--- src/rtl/axi_master_burst_writer.sv ---
// AXI4 write master: splits one command into INCR bursts of at most MAX_BURST beats, one outstanding.
// Define AXI_WR_4K_SPLIT_EN to also cut bursts at 4096-byte address boundaries.
module axi_master_burst_writer #(
    parameter int ADDR_WIDTH = 32,
    parameter int DATA_WIDTH = 32,
    parameter int LEN_WIDTH  = 16,
    parameter int MAX_BURST  = 16
) (
    input  logic                    clk,
    input  logic                    rst,
    input  logic                    start,
    input  logic [ADDR_WIDTH-1:0]   cmd_addr,
    input  logic [LEN_WIDTH-1:0]    cmd_beats,
    output logic                    busy,
    output logic                    done,
    output logic                    err,
    input  logic [DATA_WIDTH-1:0]   src_data,
    input  logic                    src_empty,
    output logic                    src_pull,
    output logic [ADDR_WIDTH-1:0]   AWADDR,
    output logic [7:0]              AWLEN,
    output logic [2:0]              AWSIZE,
    output logic [1:0]              AWBURST,
    output logic                    AWVALID,
    input  logic                    AWREADY,
    output logic [DATA_WIDTH-1:0]   WDATA,
    output logic [DATA_WIDTH/8-1:0] WSTRB,
    output logic                    WLAST,
    output logic                    WVALID,
    input  logic                    WREADY,
    input  logic [1:0]              BRESP,
    input  logic                    BVALID,
    output logic                    BREADY
);

    localparam int STRB_W = DATA_WIDTH / 8;
    localparam int SIZE   = $clog2(STRB_W);
    localparam int CW     = (LEN_WIDTH > 9) ? LEN_WIDTH : 9;

    localparam logic [2:0] S_IDLE = 3'd0;
    localparam logic [2:0] S_AW   = 3'd1;
    localparam logic [2:0] S_W    = 3'd2;
    localparam logic [2:0] S_B    = 3'd3;
    localparam logic [2:0] S_DONE = 3'd4;

    localparam logic [2:0]            AXSIZE     = 3'(SIZE);
    localparam logic [ADDR_WIDTH-1:0] ALIGN_MASK = ~((ADDR_WIDTH'(1) << SIZE) - ADDR_WIDTH'(1));

    logic [2:0]            r_state;
    logic [ADDR_WIDTH-1:0] r_cur_addr;
    logic [LEN_WIDTH-1:0]  r_remaining;
    logic [8:0]            r_blen;
    logic [8:0]            r_cnt;
    logic                  r_err;

    logic [CW-1:0] w_rem_ext;
    logic [8:0]    w_lim;
    logic [8:0]    w_blen;
    logic          w_in_aw;
    logic          w_in_w;
    logic          w_in_b;
    logic          w_wvalid;
    logic          w_wlast;
    logic          w_pull;
`ifdef AXI_WR_4K_SPLIT_EN
    logic [12:0]   w_to4k;
`endif

    // Length of the burst about to be issued; inputs are stable while in AW
    always_comb begin
        w_rem_ext = CW'(r_remaining);
        w_lim     = (w_rem_ext < CW'(MAX_BURST)) ? w_rem_ext[8:0] : 9'(MAX_BURST);
`ifdef AXI_WR_4K_SPLIT_EN
        w_to4k    = (13'd4096 - {1'b0, r_cur_addr[11:0]}) >> SIZE;
        w_blen    = ({4'd0, w_lim} > w_to4k) ? w_to4k[8:0] : w_lim;
`else
        w_blen    = w_lim;
`endif
    end

    assign w_in_aw  = (r_state == S_AW);
    assign w_in_w   = (r_state == S_W);
    assign w_in_b   = (r_state == S_B);
    assign w_wvalid = w_in_w & ~src_empty;
    assign w_wlast  = w_wvalid & (r_cnt == (r_blen - 9'd1));
    assign w_pull   = w_wvalid & WREADY;

    // Channel outputs are decoded from the state register so reset clears them at once
    assign AWVALID  = w_in_aw;
    assign AWADDR   = w_in_aw ? r_cur_addr : {ADDR_WIDTH{1'b0}};
    assign AWLEN    = w_in_aw ? 8'(w_blen - 9'd1) : 8'd0;
    assign AWSIZE   = w_in_aw ? AXSIZE : 3'd0;
    assign AWBURST  = w_in_aw ? 2'b01 : 2'b00;
    assign WVALID   = w_wvalid;
    assign WDATA    = w_in_w ? src_data : {DATA_WIDTH{1'b0}};
    assign WSTRB    = w_in_w ? {STRB_W{1'b1}} : {STRB_W{1'b0}};
    assign WLAST    = w_wlast;
    assign src_pull = w_pull;
    assign BREADY   = w_in_b;
    assign busy     = (r_state != S_IDLE);
    assign done     = (r_state == S_DONE);
    assign err      = r_err;

    // Transfer sequencer: IDLE -> (AW -> W -> B)* -> DONE -> IDLE
    always_ff @(posedge clk or posedge rst) begin
        if (rst) begin
            r_state     <= S_IDLE;
            r_cur_addr  <= {ADDR_WIDTH{1'b0}};
            r_remaining <= {LEN_WIDTH{1'b0}};
            r_blen      <= 9'd0;
            r_cnt       <= 9'd0;
            r_err       <= 1'b0;
        end else begin
            case (r_state)
                S_IDLE: begin
                    if (start && (cmd_beats != {LEN_WIDTH{1'b0}})) begin
                        r_cur_addr  <= cmd_addr & ALIGN_MASK;
                        r_remaining <= cmd_beats;
                        r_err       <= 1'b0;
                        r_state     <= S_AW;
                    end
                end
                S_AW: begin
                    if (AWREADY) begin
                        r_blen  <= w_blen;
                        r_cnt   <= 9'd0;
                        r_state <= S_W;
                    end
                end
                S_W: begin
                    if (w_pull) begin
                        r_cnt <= r_cnt + 9'd1;
                        if (w_wlast) begin
                            r_state <= S_B;
                        end
                    end
                end
                S_B: begin
                    // An error response is recorded but the remaining bursts still go out
                    if (BVALID) begin
                        r_err       <= r_err | (BRESP != 2'b00);
                        r_cur_addr  <= r_cur_addr + (ADDR_WIDTH'(r_blen) << SIZE);
                        r_remaining <= r_remaining - LEN_WIDTH'(r_blen);
                        r_state     <= (r_remaining == LEN_WIDTH'(r_blen)) ? S_DONE : S_AW;
                    end
                end
                S_DONE: begin
                    r_state <= S_IDLE;
                end
                default: begin
                    r_state <= S_IDLE;
                end
            endcase
        end
    end

endmodule

--- config.mk ---
export PLATFORM = sky130hd
export DESIGN_NAME = axi_master_burst_writer
export DESIGN_NICKNAME = d
export VERILOG_FILES = /design/src/rtl/axi_master_burst_writer.sv
export SDC_FILE = /design/constraint.sdc
export NUM_CORES = 1
export LEC_CHECK = 0
export BUFFER_PORTS_ARGS = -buffer_cell sky130_fd_sc_hd__buf_2
export CORE_UTILIZATION = 25
export CTS_CLUSTER_SIZE = 16
export DETAILED_ROUTE_END_ITERATION = 8
export HOLD_SLACK_MARGIN = 0.06
export SYNTH_ARGS = -nofsm -noshare
export SYNTH_HDL_FRONTEND = slang
export SYNTH_SLANG_ARGS = --single-unit
export TNS_END_PERCENT = 50
--- constraint.sdc ---
create_clock -name clk -period 5 [get_ports clk]
set_clock_uncertainty 0.15 [all_clocks]
set_input_delay 0.5 -clock clk [delete_from_list [all_inputs] [get_ports clk]]
set_output_delay 0.5 -clock clk [all_outputs]
set_load 0.005 [all_outputs]
==> key figures <==
Finish
  • Multi-input gate area: 3370 sq um
  • P&R area growth vs syn: 24.6%
  • FILL cells: 2295
  • Register area: 1700 sq um
  • Diode count: 0
  • Net count, final: 923
  • Non-Filler Instances: 1090
  • Share of layout cells above drive strength 1: 26.1%
  • Design Area, Final: 6680 sq um

Route
  • Antenna viol nets, final: 0
  • Drt wl/cell: 16.3 microns
  • DR vias: 5468
  • DRT Wirelength: 17700 microns
  • Initial DRC Count: 279
  • Pre-antenna DRT Iters: 4
  • Vias per cell: 5.02
  • DRC Markers: 0

CTS
  • Total CTS buffers: 9
  • CTS tree: yes
  • CTS sink cnt: 68
  • Clock Latency Late Sink: 0.34 ns
  • H-tree depth: 3
  • Post-CTS Resized: 0
  • # hold bufs at CTS: 0
  • Max Root-Sink Buffers: 2
  • Setup bufs post-CTS: 0
  • Reg clk slew, reported paths: 0.06 ns
  • Root Driver: clkbuf_16

Synth
  • Cell taking the most area after synthesis: dfrtp_1
  • Synthesized area per cell: 8.06 sq um
  • Area contributors post-synth: dfrtp_1 (32%), and2_1 (7.4%), ha_1 (4.9%)
  • Synthesized area: 5360 sq um
  • Synth Area in Adders: 5.65%
  • Post-synth EDFFs: 0
  • Post-synthesis sequential area ratio: 31.8%
  • Yosys cell types: 67
  • Synth async-reset ratio: 100%
  • Yosys top cell area share: 31.8%
  • Largest family of logic cells by synthesized area: simple AND/OR/NAND/NOR gates
  • Commonest cells in the netlist: dfrtp_1 (68), nor2_1 (68), and2_1 (63), nand2_1 (59), a21oi_1 (33)
  • Simple-Gate Fraction of Synth Area: 28.5%
  • Register bit total from synthesis: 68
  • Dominant synthesized flop cell: dfrtp_1
  • Syn. warnings: 0
  • Fraction of synthesized cell area in xor and xnor cells: 5.07%
  • Mux share of post-synthesis cell area: 0.560%
  • Synth Area in Compound Gates: 22.5%
  • Cells after synthesis: 665

Timing
  • # setup viols final: 0
  • Slew @ Worst Pin: 0.933 ns
  • Max-slew violations: 0
  • Final Hold Fails: 0
  • Setup ws final: 1.49 ns
  • Fin crit period: 3.51 ns
  • Worst slew margin: 37.7%
  • RSZ-0062 raised after global routing: false
  • Fmax: 285 MHz
  • Final Cycle Share: 70.3%
  • Fin Setup TNS: 0 ns

GRT
  • Initial antenna violation count: 0
  • First-pass GRT wire length: 27400 microns
  • GRT Residual Overflow: 0
  • GRT Overall Usage: 16.3%
  • Number of global-route vias before repair: 5033
  • Pin count of the biggest net entering global routing: 48

Power
  • Gate power share: 54.4%
  • Sw Ratio: 46.1%
  • Leak Pwr: 3.13 nW
  • Tot Pwr: 3.58 mW
  • Clock power frac: 16.5%
  • Power Dens Cells: 536 nW/um^2
  • Switch Pwr: 1.65 mW
  • VDD IR max: 0.000239 V
  • Cell Int Power: 1.93 mW
  • Sequential power share: 29.0%

Die
  • Rows: 53
  • Die Span Y: 148 microns
  • Die area: 22000 sq um
  • Core Area: 21000 sq um
  • Die width: 148 microns
  • I/O Pins: 178
  • Starting Density: 25.5%

Setup path
  • Reg2Reg Depth: 9
  • RR Endpoint: r_cur_addr[26]
  • CP Launch Point: r_remaining[9]
  • Reg2Reg Launch Point: r_blen[0]
  • Crit path launch type: flip-flop
  • Worst EP required: 4.35 ns
  • Worst Path Arrival: 2.86 ns
  • Crit path to: AWLEN[4]
  • Kind of critical path: flip-flop to output pin
  • Crit-path max FO: 8
  • Critical path capture point type: output pin
  • Slowest stage cell, crit path: nor3_2
  • CP cell instances: or3_1, nand2b_1, nor3_2, nand2_1, ha_1, nor4_1, a211oi_1, buf_2
  • Setup slack, reg-to-reg: 1.69 ns
  • Delay of the slowest cell on the worst path: 0.49 ns

Placement
  • Place WS: 1.70 ns
  • Buffers on Ports: 170
  • Detail Placement HPWL: 13500 microns
  • GP Congestion: 0.870
  • Placed Area: 6410 sq um
  • Placed instance count: 1075

Status
  • Status: completed

Run
  • # Max-Cap Violations: 0

Hold path
  • Worst min-delay path category: input pin to async pin
[registers in the layout (all words and copies together) (netlist names)]
register / cells
r_blen: 9
r_cur_addr: 30
err: 1
r_remaining: 16
r_state: 3
r_cnt: 9
[through the flow]
step	util [%]	hold slack [ns]
3_3_place_gp	30.5	0.354
4_1_cts	31.8	0.249
2_1_floorplan	-	0.318
6_report	31.8	0.214
5_1_grt	31.8	0.258
3_5_place_dp	30.5	0.361
[critical path: cells and delay by family, from the launching register on]
kind	cells	cell delay [ns]
and+or+nand+nor	5	1.64
AOI/OAI and AO/OA	1	0.09
buffers and inverters	1	0.15
adders and majority gates	1	0.24
DFF	1	0.41
[placed cells by master (no fill, tap or decap), types with 21 or more instances in the layout]
| master | n |
|---|---|
| inv_1 | 21 |
| o21ai_0 | 28 |
| buf_2 | 170 |
| dfrtp_1 | 68 |
| nand3_1 | 28 |
| ha_1 | 21 |
| nand2_1 | 59 |
| nor2_1 | 68 |
| and2_1 | 63 |
| a21oi_1 | 33 |
[cells by family (layout without fill, tap and decap cells)]
family                   Yosys count  in the layout
buffers and inverters             69            215
AND/OR/NAND/NOR                  296            296
adder cells (fa/ha/maj)           23             23
flip-flops                        68             68
other                              1              5
XOR/XNOR                          31             31
AO/OA/AOI/OAI                    174            174
multiplexers                       3              3
[layer usage]
layer | vias to the layer above | GRT usage (%) | wire length [microns]
li1 | 2680 | - | -
met1 | 2588 | 21.7 | 8390
met2 | 181 | 26.6 | 8280
met3 | 19 | 2.39 | 774
met4 | 0 | 5.77 | 287
met5 | - | 0 | 0
[layout make-up]
type	count	share of cell area (%)
Multi-Input combinational cell	532	50.5
Sequential cell	68	25.5
Timing Repair Buffer	177	13.5
Tap cell	275	5.15
Clock buffer	9	3.37
Inverter	23	1.29
Clock inverter	6	0.637
[worst min path at each step]
stage | endpoint | cells past startpoint | start
floorplan | r_remaining[4] | 2 | r_remaining[4]
global placement | r_cur_addr[4] | 2 | r_cur_addr[4]
detailed placement | r_cur_addr[4] | 2 | r_cur_addr[4]
CTS | r_cur_addr[7] | 3 | cmd_addr[7]
global route | r_cur_addr[6] | 3 | cmd_addr[6]
finish | r_cnt[0] | 2 | rst
[power groups by stage]
stage               clock network [mW]  logic, mW  registers (mW)
floorplan                            0       1.44           0.926
global placement                     0       1.94            1.04
detailed placement                   0       1.96            1.04
CTS                              0.607       1.97            1.03
global route                     0.631       2.20            1.07
finish                           0.592       1.95            1.04
Note: power is estimated with default switching activity, not from simulation.
